[config.mk]
export PLATFORM = sky130hd
export DESIGN_NAME = sgd_step_sequencer
export DESIGN_NICKNAME = d
export VERILOG_FILES = /design/src/rtl/sgd_pkg.sv /design/src/rtl/sgd_wait_timer.sv /design/src/rtl/sgd_step_sequencer.sv
export SDC_FILE = /design/constraint.sdc
export NUM_CORES = 1
export LEC_CHECK = 0
export ABC_AREA = 0
export BUFFER_PORTS_ARGS = -buffer_cell sky130_fd_sc_hd__buf_2
export CAP_MARGIN = 30
export CORE_ASPECT_RATIO = 0.7
export CORE_MARGIN = 2
export CORE_UTILIZATION = 45
export DETAILED_ROUTE_END_ITERATION = 6
export HOLD_SLACK_MARGIN = 0.06
export MAX_ROUTING_LAYER = met4
export PLACE_DENSITY = 0.69
export SYNTH_ARGS = -nofsm -noshare
export SYNTH_HDL_FRONTEND = slang
export SYNTH_HIERARCHICAL = 1
export SYNTH_SLANG_ARGS = --single-unit
export TNS_END_PERCENT = 100
[constraint.sdc]
create_clock -name CLK -period 2.7 [get_ports CLK]
set_clock_uncertainty 0.2 [all_clocks]
set_input_delay 0.405 -clock CLK [delete_from_list [all_inputs] [get_ports CLK]]
set_output_delay 0.405 -clock CLK [all_outputs]
set_load 0.02 [all_outputs]
[src/rtl/sgd_pkg.sv]
// rtl/sgd_pkg.sv - shared types and constants for the SGD step sequencer
//
// Contents:
//   sgd_state_e  - sequencer states IDLE..FIN
//   FRAC_BITS    - Q8.8 fraction width of the datapath words
//   LR_SHIFT     - learning-rate shift applied by the weight-update path
//   clog2_min1   - ceil(log2(value)), never less than 1 (for index widths)

package sgd_pkg;

    typedef enum logic [2:0] {
        S_IDLE  = 3'd0,
        S_FETCH = 3'd1,
        S_PRED  = 3'd2,
        S_ERR   = 3'd3,
        S_UPD   = 3'd4,
        S_WB    = 3'd5,
        S_FIN   = 3'd6
    } sgd_state_e;

    localparam int FRAC_BITS = 8;
    localparam int LR_SHIFT  = 7;

    function automatic int clog2_min1(input int value);
        int w;
        w = 1;
        while ((1 << w) < value) begin
            w++;
        end
        return w;
    endfunction

endpackage

[src/rtl/sgd_wait_timer.sv]
// rtl/sgd_wait_timer.sv - loadable down-counter with a zero flag
//
// Ports:
//   clk, rst_n  clock and asynchronous active-low reset
//   load        load load_val this cycle (takes priority over counting)
//   load_val    value to load
//   zero        high while the count is zero; the counter parks at zero

module sgd_wait_timer #(
    parameter int W = 3
) (
    input  logic         clk,
    input  logic         rst_n,
    input  logic         load,
    input  logic [W-1:0] load_val,
    output logic         zero
);

    logic [W-1:0] cnt;

    always_ff @(posedge clk or negedge rst_n) begin
        if (!rst_n) begin
            cnt <= '0;
        end else if (load) begin
            cnt <= load_val;
        end else if (cnt != '0) begin
            cnt <= cnt - W'(1);
        end
    end

    assign zero = (cnt == '0);

endmodule

[src/rtl/sgd_step_sequencer.sv]
// rtl/sgd_step_sequencer.sv - epoch/datapoint sequencer for the SGD linear-regression datapath
//
// Optional feature macro: SGD_EARLY_STOP_EN (early stop when every |error| of an
// epoch is within ERR_TOL). Without it err_in is ignored and stopped_early is 0.
//
// Ports:
//   CLK, RSTN      clock, asynchronous active-low reset
//   start          begin a run (sampled in IDLE only, ignored together with abort)
//   abort          return to IDLE from any state, counters hold
//   n_epochs       epochs to run, captured on accepted start
//   err_in         signed Q8.8 error from the datapath, sampled in ERR
//   busy           high in FETCH..WB
//   done           one-cycle pulse in FIN on normal completion
//   dp_idx         current datapoint / sample RAM row
//   epoch_idx      current epoch, 0-based
//   fetch          strobe: load row dp_idx into the multipliers
//   err_latch      strobe: register error[dp_idx]
//   w_wr_en        strobe: commit the weight updates
//   stopped_early  sticky: last run ended by early stop

module sgd_step_sequencer
    import sgd_pkg::*;
#(
    parameter int              DP       = 4,
    parameter int              MUL_LAT  = 3,
    parameter int              EPOCH_W  = 16,
    parameter int              BITS     = 16,
    parameter logic [BITS-1:0] ERR_TOL  = 16'h0010,
    localparam int             DP_W     = clog2_min1(DP)
) (
    input  logic                   CLK,
    input  logic                   RSTN,
    input  logic                   start,
    input  logic                   abort,
    input  logic [EPOCH_W-1:0]     n_epochs,
    input  logic signed [BITS-1:0] err_in,
    output logic                   busy,
    output logic                   done,
    output logic [DP_W-1:0]        dp_idx,
    output logic [EPOCH_W-1:0]     epoch_idx,
    output logic                   fetch,
    output logic                   err_latch,
    output logic                   w_wr_en,
    output logic                   stopped_early
);

    localparam int              TMR_W   = clog2_min1(MUL_LAT + 2);
    localparam logic [DP_W-1:0] DP_LAST = DP_W'(DP - 1);

    sgd_state_e         state, state_d;
    logic [EPOCH_W-1:0] n_epochs_q;
    logic [EPOCH_W-1:0] epoch_inc;
    logic               accept;
    logic               wb_commit;
    logic               last_dp;
    logic               early_hit;
    logic               tmr_load;
    logic [TMR_W-1:0]   tmr_val;
    logic               tmr_zero;

    assign accept    = (state == S_IDLE) && start && !abort;
    assign wb_commit = (state == S_WB) && !abort;
    assign last_dp   = (dp_idx == DP_LAST);
    assign epoch_inc = epoch_idx + EPOCH_W'(1);

    sgd_wait_timer #(
        .W(TMR_W)
    ) u_wait_timer (
        .clk     (CLK),
        .rst_n   (RSTN),
        .load    (tmr_load),
        .load_val(tmr_val),
        .zero    (tmr_zero)
    );

    always_ff @(posedge CLK or negedge RSTN) begin
        if (!RSTN) begin
            state <= S_IDLE;
        end else begin
            state <= state_d;
        end
    end

    // The timer is loaded on the transition into PRED/UPD so the wait state
    // sees load_val, load_val-1, ..., 0: PRED lasts MUL_LAT+1 cycles and UPD
    // lasts MUL_LAT cycles, giving a 2*MUL_LAT+4 cycle datapoint step.
    always_comb begin
        state_d  = state;
        tmr_load = 1'b0;
        tmr_val  = '0;
        if (state != S_IDLE && abort) begin
            state_d = S_IDLE;
        end else begin
            case (state)
                S_IDLE: begin
                    if (accept) begin
                        state_d = (n_epochs == '0) ? S_FIN : S_FETCH;
                    end
                end
                S_FETCH: begin
                    state_d  = S_PRED;
                    tmr_load = 1'b1;
                    tmr_val  = TMR_W'(MUL_LAT);
                end
                S_PRED: begin
                    if (tmr_zero) begin
                        state_d = S_ERR;
                    end
                end
                S_ERR: begin
                    state_d  = S_UPD;
                    tmr_load = 1'b1;
                    tmr_val  = TMR_W'(MUL_LAT - 1);
                end
                S_UPD: begin
                    if (tmr_zero) begin
                        state_d = S_WB;
                    end
                end
                S_WB: begin
                    if (last_dp && (epoch_inc == n_epochs_q || early_hit)) begin
                        state_d = S_FIN;
                    end else begin
                        state_d = S_FETCH;
                    end
                end
                S_FIN:   state_d = S_IDLE;
                default: state_d = S_IDLE;
            endcase
        end
    end

    always_ff @(posedge CLK or negedge RSTN) begin
        if (!RSTN) begin
            n_epochs_q <= '0;
            dp_idx     <= '0;
            epoch_idx  <= '0;
        end else if (accept) begin
            n_epochs_q <= n_epochs;
            dp_idx     <= '0;
            epoch_idx  <= '0;
        end else if (wb_commit) begin
            if (last_dp) begin
                dp_idx    <= '0;
                epoch_idx <= epoch_inc;
            end else begin
                dp_idx <= dp_idx + DP_W'(1);
            end
        end
    end

    assign busy      = (state == S_FETCH) || (state == S_PRED) || (state == S_ERR) ||
                       (state == S_UPD)   || (state == S_WB);
    assign fetch     = (state == S_FETCH);
    assign err_latch = (state == S_ERR);
    assign w_wr_en   = (state == S_WB)  && !abort;
    assign done      = (state == S_FIN) && !abort;

`ifdef SGD_EARLY_STOP_EN
    logic            all_small;
    logic            stopped_q;
    logic [BITS-1:0] err_mag;

    // Magnitude of err_in; the most-negative code saturates to the largest
    // positive value so it always counts as a large error.
    always_comb begin
        err_mag = err_in;
        if (err_in[BITS-1]) begin
            if (err_in == {1'b1, {(BITS-1){1'b0}}}) begin
                err_mag = {1'b0, {(BITS-1){1'b1}}};
            end else begin
                err_mag = $unsigned(-err_in);
            end
        end
    end

    always_ff @(posedge CLK or negedge RSTN) begin
        if (!RSTN) begin
            all_small <= 1'b0;
        end else if (accept || (wb_commit && last_dp)) begin
            all_small <= 1'b1;
        end else if (state == S_ERR && !abort && err_mag > ERR_TOL) begin
            all_small <= 1'b0;
        end
    end

    always_ff @(posedge CLK or negedge RSTN) begin
        if (!RSTN) begin
            stopped_q <= 1'b0;
        end else if (accept) begin
            stopped_q <= 1'b0;
        end else if (wb_commit && last_dp && all_small) begin
            stopped_q <= 1'b1;
        end
    end

    assign early_hit     = all_small;
    assign stopped_early = stopped_q;
`else
    logic unused_err;
    assign unused_err    = ^{err_in, ERR_TOL};
    assign early_hit     = 1'b0;
    assign stopped_early = 1'b0;
`endif

    logic unused_fmt;
    assign unused_fmt = ^{FRAC_BITS, LR_SHIFT};

endmodule

==> impl_metrics.env, run 1 <==
export IMPL_final_util_pct=54.90
export IMPL_clk_pin_slew_ns=0.08
export IMPL_cp_arrival_ns=2.52
export IMPL_final_seq_area_um2=1001
export IMPL_switchingPower_w=0.0005762
export IMPL_clk_latency_ns=0.30
export IMPL_worst_r2r_endpoint="state[2]"
export IMPL_p_per_area_nw_per_um2=679.4
export IMPL_grt_max_degree=41
export IMPL_die_area_um2=6033
export IMPL_crit_required_ns=2.71
export IMPL_multi_input_area_um2=1344
export IMPL_tns_ns=0
export IMPL_cp_start_kind="flip-flop"
export IMPL_antenna_cells=0
export IMPL_portBuffers=42
export IMPL_syn_area_per_cell_um2=9.489
export IMPL_htree_levels=2
export IMPL_grt_usage_pct=19.48
export IMPL_layout_drive_gt1_share_pct=27.33
export IMPL_cts_resized_gates=0
export IMPL_regToRegStartpoint="epoch_idx[1]"
export IMPL_r2r_cells=8
export IMPL_slew_headroom_pct=40.48
export IMPL_start_util_pct=46.63
export IMPL_antenna_found_initial=0
export IMPL_holdCritPathClass="input port to asynchronous set/reset pin"
export IMPL_n_fill_cell=494
export IMPL_cts_made_buffers=5
export IMPL_first_pass_iters=4
export IMPL_async_reset_ff_share_pct=100.0
export IMPL_switching_share_pct=29.53
export IMPL_p_clk_share_pct=29.5
export IMPL_place_congestion=0.8985
export IMPL_yosys_warnings=6
export IMPL_pwr_share_comb_pct=27.9
export IMPL_grt_overflow_total=0
export IMPL_die_x_um=91.99
export IMPL_wl_um=5280
export IMPL_via_per_inst=5.245
export IMPL_synth_cell_types=46
export IMPL_hold_buffers=0
export IMPL_post_synth_inst_count=257
export IMPL_final_max_slew_violation_count=0
export IMPL_hold_worst_slack_ns=0.02880
export IMPL_wl_per_cell_um=14.19
export IMPL_dr_total_vias=1951
export IMPL_timing_fmax_mhz=398.1
export IMPL_fp_coreArea_um2=5230
export IMPL_first_global_vias=1763
export IMPL_cts_tree="yes"
export IMPL_p_leak_nw=1.299
export IMPL_die_h_um=65.59
export IMPL_timing_final_crit_period_ns=2.512
export IMPL_syn_to_final_growth_pct=17.75
export IMPL_grt_pass1_wl_um=8907
export IMPL_outcome="completed"
export IMPL_ys_ff_latch=40
export IMPL_cp_end_kind="flip-flop"
export IMPL_setup_violations=0
export IMPL_cts_root_buf="clkbuf_8"
export IMPL_finalNetCount=340
export IMPL_cts_setup_buffers=0
export IMPL_internal_power_w=0.001375
export IMPL_post_dp_hpwl_um=3907
export IMPL_ys_flop_type="dfrtp_1"
export IMPL_syn_area_um2=2439
export IMPL_tightest_slew_ns=0.8928
export IMPL_antenna_left=0
export IMPL_finalHoldViolCount=0
export IMPL_critPathMaxFanout=5
export IMPL_rrSetupSlack_ns=0.19
export IMPL_finalCritPeriodShare_pct=93.03
export IMPL_drc=0
export IMPL_rsz0062_at_grt="false"
export IMPL_worst_ir_drop_vdd_mv=0.3507
export IMPL_cts_sinks=40
export IMPL_std_cell_rows=22
export IMPL_ys_seq_area_share_pct=41.05
export IMPL_criticalPathCategory="flip-flop to flip-flop"
export IMPL_max_cap_viol_count=0
export IMPL_io_pins=60
export IMPL_ctsLongestPathBuffers=2
export IMPL_synth_edf_count=0
export IMPL_first_iter_violations=126
export IMPL_seqPwrFrac_pct=42.6
-- metal layers --
layer,wire [um],GRT usage [%],share of wire (%)
met1,2735,28.32,52
met2,2222,27.67,42
met3,251,3.555,4.8
met4,70,6.157,1.3
met5,0,-,0
-- metrics by stage --
step                      power (W)  setup WS (ns)  instance area [um2]  cells
after global placement     0.001369         0.2764                 2743    365
final                      0.001951         0.1883                 2872    372
after global routing       0.002081       0.002438                 2872    372
after detailed placement   0.001389         0.2115                 2743    365
after floorplan            0.001254         0.1968                 2442    258
after CTS                  0.001967         0.1704                 2872    372
-- area by class of cell --
cell class                 count  area share, %
clock buffer                   5          2.397
tap                           72          3.137
timing repair buffer          50          9.412
sequential                    40          34.86
multi-input combinational    193          46.80
clock inverter                 2          2.092
inverter                      10          1.307
-- worst max path at each step --
stage	startpoint	end	cells after the start	slack (ns)
floorplan	epoch_idx[0]	state[2]	8	0.20
global placement	epoch_idx[1]	state[2]	8	0.28
detailed placement	epoch_idx[1]	state[2]	8	0.21
CTS	epoch_idx[1]	state[2]	8	0.17
global route	epoch_idx[1]	state[2]	8	0.002
finish	epoch_idx[1]	state[2]	8	0.19
-- kinds of logic after synthesis --
logic type / Yosys count / synth area share [%]
and+or+nand+nor: 99 / 21.96
DFF: 40 / 41.05
xor gates and xnor gates: 34 / 12.21
AOI/OAI and AO/OA: 33 / 8.774
buffers and inverters: 25 / 4.361
muxes: 21 / 9.441
adders and majority gates: 4 / 2.052
other: 1 / 0.1538
-- synthesized netlist by cell type (6+ instances only) --
library cell / instances / area [um2]
nand3_1: 9 / 45.04
nand4_1: 7 / 43.79
a21oi_1: 12 / 60.06
nor3_1: 6 / 30.03
mux2_2: 16 / 180.2
xnor2_1: 19 / 166.4
nand2_1: 11 / 41.29
dfrtp_1: 40 / 1001
nor2_1: 30 / 112.6
clkbuf_1: 8 / 30.03
xor2_1: 15 / 131.4
nand2b_1: 7 / 43.79
inv_1: 10 / 37.54
-- cells in the final DEF (no fill, tap or decap), drive strengths merged, types with 2 or more instances in the layout --
cell type and instances:
o22ai 3, nor4b 2, nand3 10, clkbuf 5, a41oi 2, nand2 11
bufinv 2, a21oi 12, nor2 32, nor4 6, ha 4, mux2i 5
nand2b 7, and2 2, xor2 15, o21ai 5, xnor2 19, inv 10
nor2b 5, buf 50, nand4 8, dfrtp 40, nor3 7, mux2 16
conb 2, a311oi 2, and3 4, a31oi 2
-- state kept, by name, summed over array words and instances, names as in the netlist --
signal / count
epoch_idx: 16
n_epochs_q: 16
state: 3
u_wait_timer/cnt: 3
dp_idx: 2
-- power groups by stage --
stage,Combinational (W),Sequential [W],Clock [W]
floorplan,0.000444,0.000809,0
global placement,0.000529,0.000840,0
detailed placement,0.000547,0.000842,0
CTS,0.000550,0.000830,0.000587
global route,0.000608,0.000848,0.000624
finish,0.000544,0.000830,0.000576
-- worst max-delay path, cell delays in order, from the launching register on --
cell and delay, ns:
dfrtp_1 0.40, ha_1 0.29, nand4_2 0.19, nor3_2 0.27, xnor2_1 0.14, o22ai_1 0.10
nor4_2 0.26, nand4b_1 0.24, a311oi_1 0.31
No activity file was read; power rests on OpenSTA's default activity.
==> inputs of run 2 (changes only) <==
- SYNTH_HIERARCHICAL: 1 -> unset
==> run 2 against run 1 <==
Against the previous run: maximum frequency fell by 2.3%; core utilization down 1.7 points; wire length up 23%; critical path type unchanged; first-iteration DRC count up 14%; worst setup slack got worse by 0.059 ns; synthesized cell count rose by 23%; sequential share of layout area is 1.7 points lower; design area is 5.1% higher; synthesized area rose by 6.9%; critical path depth decreased by 2; sequential cell count unchanged.
==> impl_metrics.env, run 2 <==
export IMPL_outcome="completed"
export IMPL_syn_area_um2=2608
export IMPL_crit_required_ns=2.71
export IMPL_syn_area_per_cell_um2=8.252
export IMPL_cp_end_kind="flip-flop"
export IMPL_yosys_area_top_type="dfrtp_1"
export IMPL_clk_latency_ns=0.30
export IMPL_post_dp_hpwl_um=4876
export IMPL_p_per_area_nw_per_um2=527.9
export IMPL_start_util_pct=45.99
export IMPL_ys_ff_latch=40
export IMPL_cts_root_buf="clkbuf_8"
export IMPL_yosys_warnings=0
export IMPL_ctsLongestPathBuffers=2
export IMPL_regToRegStartpoint="epoch_idx[3]"
export IMPL_timing_fmax_mhz=389.0
export IMPL_final_common_cell="nand2_1"
export IMPL_cp_start_kind="flip-flop"
export IMPL_clk_pin_slew_ns=0.08
export IMPL_ys_seq_area_share_pct=38.39
export IMPL_synth_cell_types=57
export IMPL_p_clk_share_pct=30.5
export IMPL_synth_edf_count=0
export IMPL_antenna_cells=0
export IMPL_criticalPathCategory="flip-flop to flip-flop"
export IMPL_seqPwrFrac_pct=46.7
export IMPL_portBuffers=42
export IMPL_finalNetCount=396
export IMPL_cpPeakStageDelay_ns=0.61
export IMPL_grt_overflow_total=0
export IMPL_worst_ir_drop_vdd_mv=0.3391
export IMPL_top_regs="epoch_idx (16), n_epochs_q (16)"
export IMPL_crit_buf_inv=0
export IMPL_htree_levels=2
export IMPL_cp_arrival_ns=2.58
export IMPL_synthTopCellsByCount="nand2_1, dfrtp_1, nor2_1, o21ai_0, clkbuf_1"
export IMPL_async_reset_ff_share_pct=100.0
export IMPL_wl_per_cell_um=15.07
export IMPL_layout_drive_gt1_share_pct=21.57
export IMPL_rsz0062_at_grt="false"
export IMPL_tns_ns=0
export IMPL_ys_flop_type="dfrtp_1"
export IMPL_wl_um=6511
export IMPL_post_synth_inst_count=316
export IMPL_drc=0
export IMPL_rrSetupSlack_ns=0.13
export IMPL_worst_r2r_endpoint="state[1]"
export IMPL_grt_max_degree=41
export IMPL_place_congestion=0.8812
export IMPL_synth_most_common_cell="nand2_1"
export IMPL_pwr_share_comb_pct=22.7
export IMPL_antenna_left=0
export IMPL_fp_coreArea_um2=5669
export IMPL_synth_top_area_share_pct=38.39
export IMPL_cts_sinks=40
export IMPL_tightest_slew_ns=0.8739
export IMPL_syn_to_final_growth_pct=15.69
export IMPL_first_pass_iters=4
export IMPL_grt_pass1_wl_um=11030
export IMPL_setup_violations=0
export IMPL_final_cell_mix="nand2_1, buf_2, dfrtp_1"
export IMPL_cts_tree="yes"
export IMPL_synth_area_leaders="dfrtp_1, nand2_1, o21ai_0"
export IMPL_synth_nets=356
export IMPL_max_cap_viol_count=0
export IMPL_cts_setup_buffers=0
export IMPL_std_cell_rows=23
export IMPL_via_per_inst=5.544
export IMPL_grt_usage_pct=23.09
export IMPL_switchingPower_w=0.0004782
export IMPL_antenna_found_initial=0
export IMPL_r2r_cells=6
export IMPL_cp_top_family="simple AND/OR/NAND/NOR gates"
export IMPL_die_h_um=67.69
export IMPL_timing_final_crit_period_ns=2.571
export IMPL_finalHoldViolCount=0
export IMPL_slew_headroom_pct=41.52
export IMPL_cp_startpoint="epoch_idx[3]"
export IMPL_crit_slowest_cell="dfrtp_1"
export IMPL_p_leak_nw=1.453
export IMPL_dr_total_vias=2395
export IMPL_path_common_cell="nor3_1"
export IMPL_placed_cell_area_um2=2909
export IMPL_switching_share_pct=30.03
export IMPL_first_global_vias=2265
export IMPL_holdCritPathClass="input port to asynchronous set/reset pin"
export IMPL_finalCritPeriodShare_pct=95.22
export IMPL_hold_worst_slack_ns=0.02235
export IMPL_critPathMaxFanout=12
export IMPL_total_power_w=0.001592
export IMPL_die_area_um2=6429
export IMPL_first_iter_violations=144
export IMPL_internal_power_w=0.001114
export IMPL_final_area_um2=3017
export IMPL_cts_made_buffers=5
export IMPL_die_x_um=94.98
export IMPL_path_cells="nand4_4 > nor3_1 > mux2_2 > nor3_1 > nand4_2 > a221oi_2"
export IMPL_io_pins=60
export IMPL_n_fill_cell=541
export IMPL_final_max_slew_violation_count=0
run 2: power by group through the flow:
stage	clock network [W]	logic, W	registers, W
global route	0.000521	0.000419	0.000757
floorplan	0	0.000282	0.000734
detailed placement	0	0.000363	0.000757
CTS	0.000498	0.000366	0.000744
global placement	0	0.000346	0.000755
finish	0.000486	0.000362	0.000744
run 2: stage by stage:
step                      utilization, %  worst slack [ns]  instances
after global routing               53.21           0.01880        432
after global placement             51.31            0.2025        424
final                              53.21            0.1291        432
after CTS                          53.21            0.1720        432
after detailed placement           51.31            0.1952        424
after floorplan                        -            0.1735        316
run 2: worst max-delay path by stage:
stage	cells after the start	endpoint	slack, ns
global placement	6	state[1]	0.20
detailed placement	6	state[1]	0.20
finish	6	state[1]	0.13
floorplan	8	state[1]	0.17
global route	6	state[1]	0.02
CTS	6	state[1]	0.17
run 2: cells by family (layout without fill, tap and decap cells):
logic type,after synthesis,count (layout),synth area share [%]
XOR/XNOR,19,19,6.382
flip-flops,40,40,38.39
adder cells (fa/ha/maj),4,4,1.919
AO/OA/AOI/OAI,63,63,16.41
buffers and inverters,33,74,5.710
other,1,1,0.1438
multiplexers,4,4,1.584
AND/OR/NAND/NOR,152,152,29.46
run 2: layer usage:
metal | vias to the layer above | wire length (um) | GRT usage (%)
li1 | 1176 | - | -
met1 | 1129 | 3224 | 33.15
met2 | 83 | 2687 | 31.65
met3 | 7 | 530 | 5.804
met4 | 0 | 68 | 7.428
met5 | - | 0 | -
run 2: layout make-up:
cell class / instances / area [um2] / area share, %
clock buffers: 6 / 72.57 / 2.406
well taps: 75 / 93.84 / 3.111
multi-input cells: 243 / 1458 / 48.32
inverters: 9 / 33.78 / 1.120
clock inverters: 2 / 35.03 / 1.161
flip-flops and latches: 40 / 1001 / 33.18
repair buffers: 57 / 322.8 / 10.70
run 2: repair_timing:
item,4_1_cts,5_1_grt
gates resized for setup,0,1
hold buffers,0,0
setup endpoints to repair,0,1
